### config.mk
export PLATFORM = sky130hd
export DESIGN_NAME = hdmi_timing_ctrl
export DESIGN_NICKNAME = d
export VERILOG_FILES = /design/src/rtl/hdmi_timing_ctrl.sv
export SDC_FILE = /design/constraint.sdc
export NUM_CORES = 1
export LEC_CHECK = 0
export BUFFER_PORTS_ARGS = -buffer_cell sky130_fd_sc_hd__buf_2
export CORE_ASPECT_RATIO = 1.4
export CORE_UTILIZATION = 25
export CTS_CLUSTER_SIZE = 14
export DETAILED_ROUTE_END_ITERATION = 6
export PLACE_DENSITY = 0.54
export SLEW_MARGIN = 25
export SYNTH_ARGS = -nofsm -noshare
export SYNTH_HDL_FRONTEND = slang
export SYNTH_SLANG_ARGS = --single-unit
### constraint.sdc
create_clock -name hdmi_clk -period 2.4 [get_ports hdmi_clk]
set_input_delay 0.12 -clock hdmi_clk [delete_from_list [all_inputs] [get_ports hdmi_clk]]
set_output_delay 0.12 -clock hdmi_clk [all_outputs]
set_load 0.02 [all_outputs]
### src/rtl/hdmi_timing_ctrl.sv
// Video timing generator and pixel scheduler: raster counters, run/stop FSM
// that only starts/stops on frame boundaries, registered HDMI outputs and underflow stats.
module hdmi_timing_ctrl #(
  parameter int unsigned H_ACTIVE        = 64,
  parameter int unsigned H_FP            = 4,
  parameter int unsigned H_SYNC          = 4,
  parameter int unsigned H_BP            = 8,
  parameter int unsigned V_ACTIVE        = 64,
  parameter int unsigned V_FP            = 2,
  parameter int unsigned V_SYNC          = 2,
  parameter int unsigned V_BP            = 2,
  parameter logic [31:0] UNDERFLOW_COLOR = 32'h00FF00FF
) (
  input  logic        hdmi_clk,
  input  logic        rst_n,
  input  logic        en,
  input  logic        cnt_clr,
  input  logic        s_valid,
  input  logic [31:0] s_data,
  output logic        s_ready,
  output logic        hdmi_vs,
  output logic        hdmi_hs,
  output logic        hdmi_de,
  output logic [31:0] hdmi_data,
  output logic        sof,
  output logic        busy,
  output logic [7:0]  frame_cnt,
  output logic        underflow,
  output logic [15:0] underflow_cnt
);

  localparam int unsigned H_TOTAL = H_ACTIVE + H_FP + H_SYNC + H_BP;
  localparam int unsigned V_TOTAL = V_ACTIVE + V_FP + V_SYNC + V_BP;
  localparam int unsigned HW = $clog2(H_TOTAL);
  localparam int unsigned VW = $clog2(V_TOTAL);

  localparam logic [HW-1:0] H_LAST   = HW'(H_TOTAL - 1);
  localparam logic [HW-1:0] H_ACT    = HW'(H_ACTIVE);
  localparam logic [HW-1:0] H_SYNC_S = HW'(H_ACTIVE + H_FP);
  localparam logic [HW-1:0] H_SYNC_E = HW'(H_ACTIVE + H_FP + H_SYNC);
  localparam logic [VW-1:0] V_LAST   = VW'(V_TOTAL - 1);
  localparam logic [VW-1:0] V_ACT    = VW'(V_ACTIVE);
  localparam logic [VW-1:0] V_SYNC_S = VW'(V_ACTIVE + V_FP);
  localparam logic [VW-1:0] V_SYNC_E = VW'(V_ACTIVE + V_FP + V_SYNC);

  typedef enum logic [1:0] {IDLE = 2'd0, RUN = 2'd1, STOP = 2'd2} state_e;

  state_e          state_q, state_d;
  logic [HW-1:0]   h_cnt_q, h_cnt_d;
  logic [VW-1:0]   v_cnt_q, v_cnt_d;
  logic            vs_q, vs_d, hs_q, hs_d, de_q, de_d, sof_q, sof_d;
  logic [31:0]     data_q, data_d;
  logic [7:0]      fcnt_q, fcnt_d;
  logic            uf_q, uf_d;
  logic [15:0]     ucnt_q, ucnt_d;

  logic active, h_last, v_last, frame_last, pix_ready, underflow_px;

  assign active       = (state_q != IDLE);
  assign h_last       = (h_cnt_q == H_LAST);
  assign v_last       = (v_cnt_q == V_LAST);
  assign frame_last   = h_last && v_last;
  assign pix_ready    = active && (h_cnt_q < H_ACT) && (v_cnt_q < V_ACT);
  assign underflow_px = pix_ready && !s_valid;

  // Dropping en on the very last clock goes straight to IDLE so no extra frame starts.
  always_comb begin
    state_d = state_q;
    unique case (state_q)
      IDLE:    if (en) state_d = RUN;
      RUN:     if (!en) state_d = frame_last ? IDLE : STOP;
      STOP:    if (en) state_d = RUN;
               else if (frame_last) state_d = IDLE;
      default: state_d = IDLE;
    endcase
  end

  always_comb begin
    h_cnt_d = h_cnt_q;
    v_cnt_d = v_cnt_q;
    if (!active) begin
      h_cnt_d = '0;
      v_cnt_d = '0;
    end else if (h_last) begin
      h_cnt_d = '0;
      v_cnt_d = v_last ? '0 : v_cnt_q + 1'b1;
    end else begin
      h_cnt_d = h_cnt_q + 1'b1;
    end
  end

  always_comb begin
    vs_d   = !active || ((v_cnt_q >= V_SYNC_S) && (v_cnt_q < V_SYNC_E));
    hs_d   = active && (h_cnt_q >= H_SYNC_S) && (h_cnt_q < H_SYNC_E);
    de_d   = pix_ready;
    sof_d  = active && (h_cnt_q == '0) && (v_cnt_q == '0);
    data_d = '0;
    if (pix_ready) data_d = s_valid ? s_data : UNDERFLOW_COLOR;
    // Counted where the registered vs rises into vertical sync, not on the return to IDLE.
    fcnt_d = fcnt_q;
    if (active && (h_cnt_q == '0) && (v_cnt_q == V_SYNC_S)) fcnt_d = fcnt_q + 8'd1;
    uf_d   = uf_q | underflow_px;
    ucnt_d = ucnt_q;
    if (underflow_px && (ucnt_q != '1)) ucnt_d = ucnt_q + 16'd1;
    if (cnt_clr) begin
      uf_d   = 1'b0;
      ucnt_d = '0;
    end
  end

  always_ff @(posedge hdmi_clk) begin
    if (!rst_n) begin
      state_q <= IDLE;
      h_cnt_q <= '0;
      v_cnt_q <= '0;
      vs_q    <= 1'b1;
      hs_q    <= 1'b0;
      de_q    <= 1'b0;
      sof_q   <= 1'b0;
      data_q  <= '0;
      fcnt_q  <= '0;
      uf_q    <= 1'b0;
      ucnt_q  <= '0;
    end else begin
      state_q <= state_d;
      h_cnt_q <= h_cnt_d;
      v_cnt_q <= v_cnt_d;
      vs_q    <= vs_d;
      hs_q    <= hs_d;
      de_q    <= de_d;
      sof_q   <= sof_d;
      data_q  <= data_d;
      fcnt_q  <= fcnt_d;
      uf_q    <= uf_d;
      ucnt_q  <= ucnt_d;
    end
  end

  assign s_ready       = pix_ready;
  assign busy          = active;
  assign hdmi_vs       = vs_q;
  assign hdmi_hs       = hs_q;
  assign hdmi_de       = de_q;
  assign hdmi_data     = data_q;
  assign sof           = sof_q;
  assign frame_cnt     = fcnt_q;
  assign underflow     = uf_q;
  assign underflow_cnt = ucnt_q;

endmodule

==> summary.md <==
| Metric | Value |
|---|---|
| Layout Nets | `491` |
| Crit Path Max Fanout | `25` |
| Site Rows | `47` |
| CP endpoint kind | `register` |
| Maximum VDD drop | `around 0.33 mV` |
| Max_slew headroom | `0.580` |
| Worst path bufs/invs | `1` |
| Slew Limit Fails | `0` |
| Average cell area after synthesis | `between 8 and 9 µm²` |
| Synth async-reset ratio | `0` |
| Global-route wire length before repair | `12000 µm` |
| CTS Buf Count | `9` |
| Die height | `133 µm` |
| Area grow syn2layout | `33.7%` |
| TritonCTS clock tree | `done` |
| Main combinational cell family by area after synthesis | `simple AND/OR/NAND/NOR gates` |
| Top cell by count, worst path | `or4_1` |
| I/O pin total | `100` |
| Fmax | `roughly 0.53 GHz` |
| Slowest cell on crit path | `or4_1` |
| Core area | `~12000 µm²` |
| Final min period | `1.90 ns` |
| WL per Instance | `approximately 13 µm` |
| Mapped Area | `~3000 µm²` |
| Clk_skew | `approximately 0.0073 ns` |
| Prevailing post-synth register cell | `dfxtp_1` |
| PortBufs | `about 100` |
| Vias | `between 2k and 3k` |
| Post-synthesis adder-cell area fraction | `0.0286` |
| Post-DP HPWL | `between 5000 and 6000 µm` |
| Clock Path Buffers | `2` |
| CP peak stage delay | `between 0.5 and 0.6 ns` |
| Worst R2R Setup Slack | `just over 0.5 ns` |
| Cell count after synthesis | `341` |
| Yosys top cell by area | `dfxtp_1` |
| CP top delay family | `simple AND/OR/NAND/NOR gates` |
| Post-Synth Simple-Gate Area | `0.257` |
| Syn. warnings | `0` |
| Cell Chain, Critical Path | `or4_1 -> buf_4 -> or4_1 -> a21oi_1` |
| Clock transition at the registers of the reported paths | `approximately 0.060 ns` |
| Vias/cell | `between 4 and 5` |
| Syn_nets | `about 390` |
| Sink Count | `77` |
| Placer Congestion | `between 0.7 and 0.8` |
| Clock Latency Late Sink | `around 0.33 ns` |
| Gr usage total | `0.123` |
| Area contributors post-synth | `dfxtp_1 (50%), a21oi_1 (5.7%), and3_1 (4.5%)` |
| Slew of the pin with the lowest slew margin | `0.625 ns` |
| Root Driver | `clkbuf_16` |
| Hold Crit Class | `in2reg` |
| Fraction of layout cells with a size suffix above 1 | `0.285` |
| Pre-antenna DRT Iters | `4` |
| Die width | `~95 µm` |
| CP Class | `reg2reg` |
| Yosys top cell area share | `0.504` |
| Post-synthesis mux area share | `0.0262` |
| Final worst slack | `slightly above 0.5 ns` |
| Post-synth EDFFs | `0` |
| Netlist cell types | `32` |
| H-tree depth | `3` |
| PD cells | `724 nW/µm²` |
| Die area | `approximately 13000 µm²` |
| Worst Setup Start Kind | `register` |
| Final period util | `0.790` |
| Post-CTS resize count | `0` |
| Initial Util | `0.257` |
| Final setup viols | `0` |
| Vias in the first global route | `around 2.5k` |
| Gr ovfl total | `0` |
| Initial antenna violation count | `0` |
| Drt initial violations | `between 100 and 150` |
| CTS Hold Bufs | `2` |
| Pin count of the biggest net entering global routing | `33` |
| DRC viols | `0` |
| Unrepaired setup endpoints after global routing | `false` |
| Fin. Hold Viols | `0` |
| Compound-Gate Fraction of Synth Area | `0.101` |
| Setup Fix Bufs, Post-CTS | `0` |
| Seq cells post-synth | `just under 80` |
| Xor-xnor portion of the synthesized cell area | `0.0286` |
| Critical Path AT | `2.15 ns` |
| LEAKAGE | `about 1.8 nW` |
| Wirelength, routed | `about 7700 µm` |
| TNS Setup | `0 ns` |
| WP data required | `~2.7 ns` |
| Power, Total | `2.96 mW` |
| Max-cap viol count | `0` |
| DRT antenna net count | `0` |
| Sequential area share after synthesis | `0.504` |
| Pre-CTS WS | `about 0.53 ns` |
| Status | `finished clean` |
| Antenna Cells | `0` |
-- cells in the mapped netlist (2+ instances only) --
cell type and count:
and3_1 22, nand3_1 13, inv_1 27, nand2b_1 4, mux2i_1 8, nand4_1 3, xor2_1 2, nor4_1 14
or2_2 7, or3_1 3, dfxtp_1 77, o21ai_0 6, or4_1 13, and4_1 4, clkbuf_1 13, nand2_1 27
and2_1 2, a21oi_1 35, nor2_1 19, nor3_1 5, o31ai_1 12, nor2b_1 2, ha_1 7, xnor2_1 8
-- per-stage QoR --
stage | cells | instance area, µm² | util | hold slack [ns]
2_1_floorplan | 341 | 3060 | - | 0.198
3_3_place_gp | 579 | 3720 | 0.314 | 0.304
3_5_place_dp | 579 | 3720 | 0.314 | 0.317
4_1_cts | 597 | 4070 | 0.342 | 0.0000183
5_1_grt | 599 | 4090 | 0.344 | 0.00466
6_report | 599 | 4090 | 0.344 | 0.0139
-- per-layer routing --
metal / GRT usage / vias up / part of all wire
li1: - / 1405 / -
met3: 0.0385 / 14 / 0.039
met4: 0.0556 / 0 / 0.022
met1: 0.141 / 1323 / 0.43
met5: 0 / - / 0
met2: 0.207 / 57 / 0.51
-- final cells by class --
type	count	area [µm²]
Clock inverter	7	97.6
Inverter	27	101
Fill cell	1256	7790
Clock buffer	9	225
Tap cell	147	184
Sequential cell	77	1540
Timing Repair Buffer	110	588
Multi-Input combinational cell	222	1350
-- worst paths after layout --
check	to	from	cells after the start
max	underflow_cnt[5]	h_cnt_q[6]	4
min	hdmi_data[24]	s_data[24]	2
max reg2reg	underflow_cnt[5]	h_cnt_q[6]	4
min reg2reg	state_q[0]	state_q[1]	1
-- cell families (layout without fill, tap and decap cells) --
group | count (synthesis) | in the layout
AND/OR/NAND/NOR | 142 | 142
flip-flops | 77 | 77
AO/OA/AOI/OAI | 55 | 55
buffers and inverters | 42 | 153
XOR/XNOR | 10 | 10
multiplexers | 8 | 8
adder cells (fa/ha/maj) | 7 | 7
-- sequential cells by signal (all words and copies together), names as in the netlist, 2 cells and up --
signal and cells:
frame_cnt 8, hdmi_data 32, h_cnt_q 7, state_q 2
v_cnt_q 7, underflow_cnt 16
-- power by group --
part	switching, mW	internal (mW)	leakage (nW)
Combinational	0.112	0.0679	1.04
Sequential	0.00826	1.30	0.624
Clock	0.553	0.914	0.152
-- cell usage in the layout (no fill, tap or decap), types with 3 or more instances in the layout --
cell	Yosys	final
inv_1	27	27
and3_1	22	22
dlygate4sd3_1	0	4
dfxtp_1	77	77
nor2_1	19	19
buf_4	0	7
nand3_1	13	13
ha_1	7	7
or2_2	7	7
nor3_1	5	5
nand2b_1	4	4
or4_1	13	13
nand4_1	3	3
and4_1	4	4
or3_1	3	3
xnor2_1	8	8
a21oi_1	35	35
mux2i_1	8	8
nor4_1	14	14
buf_2	1	99
o31ai_1	12	12
clkbuf_16	0	9
o21ai_0	6	6
nand2_1	27	27
(Power assumes the default switching activity.)
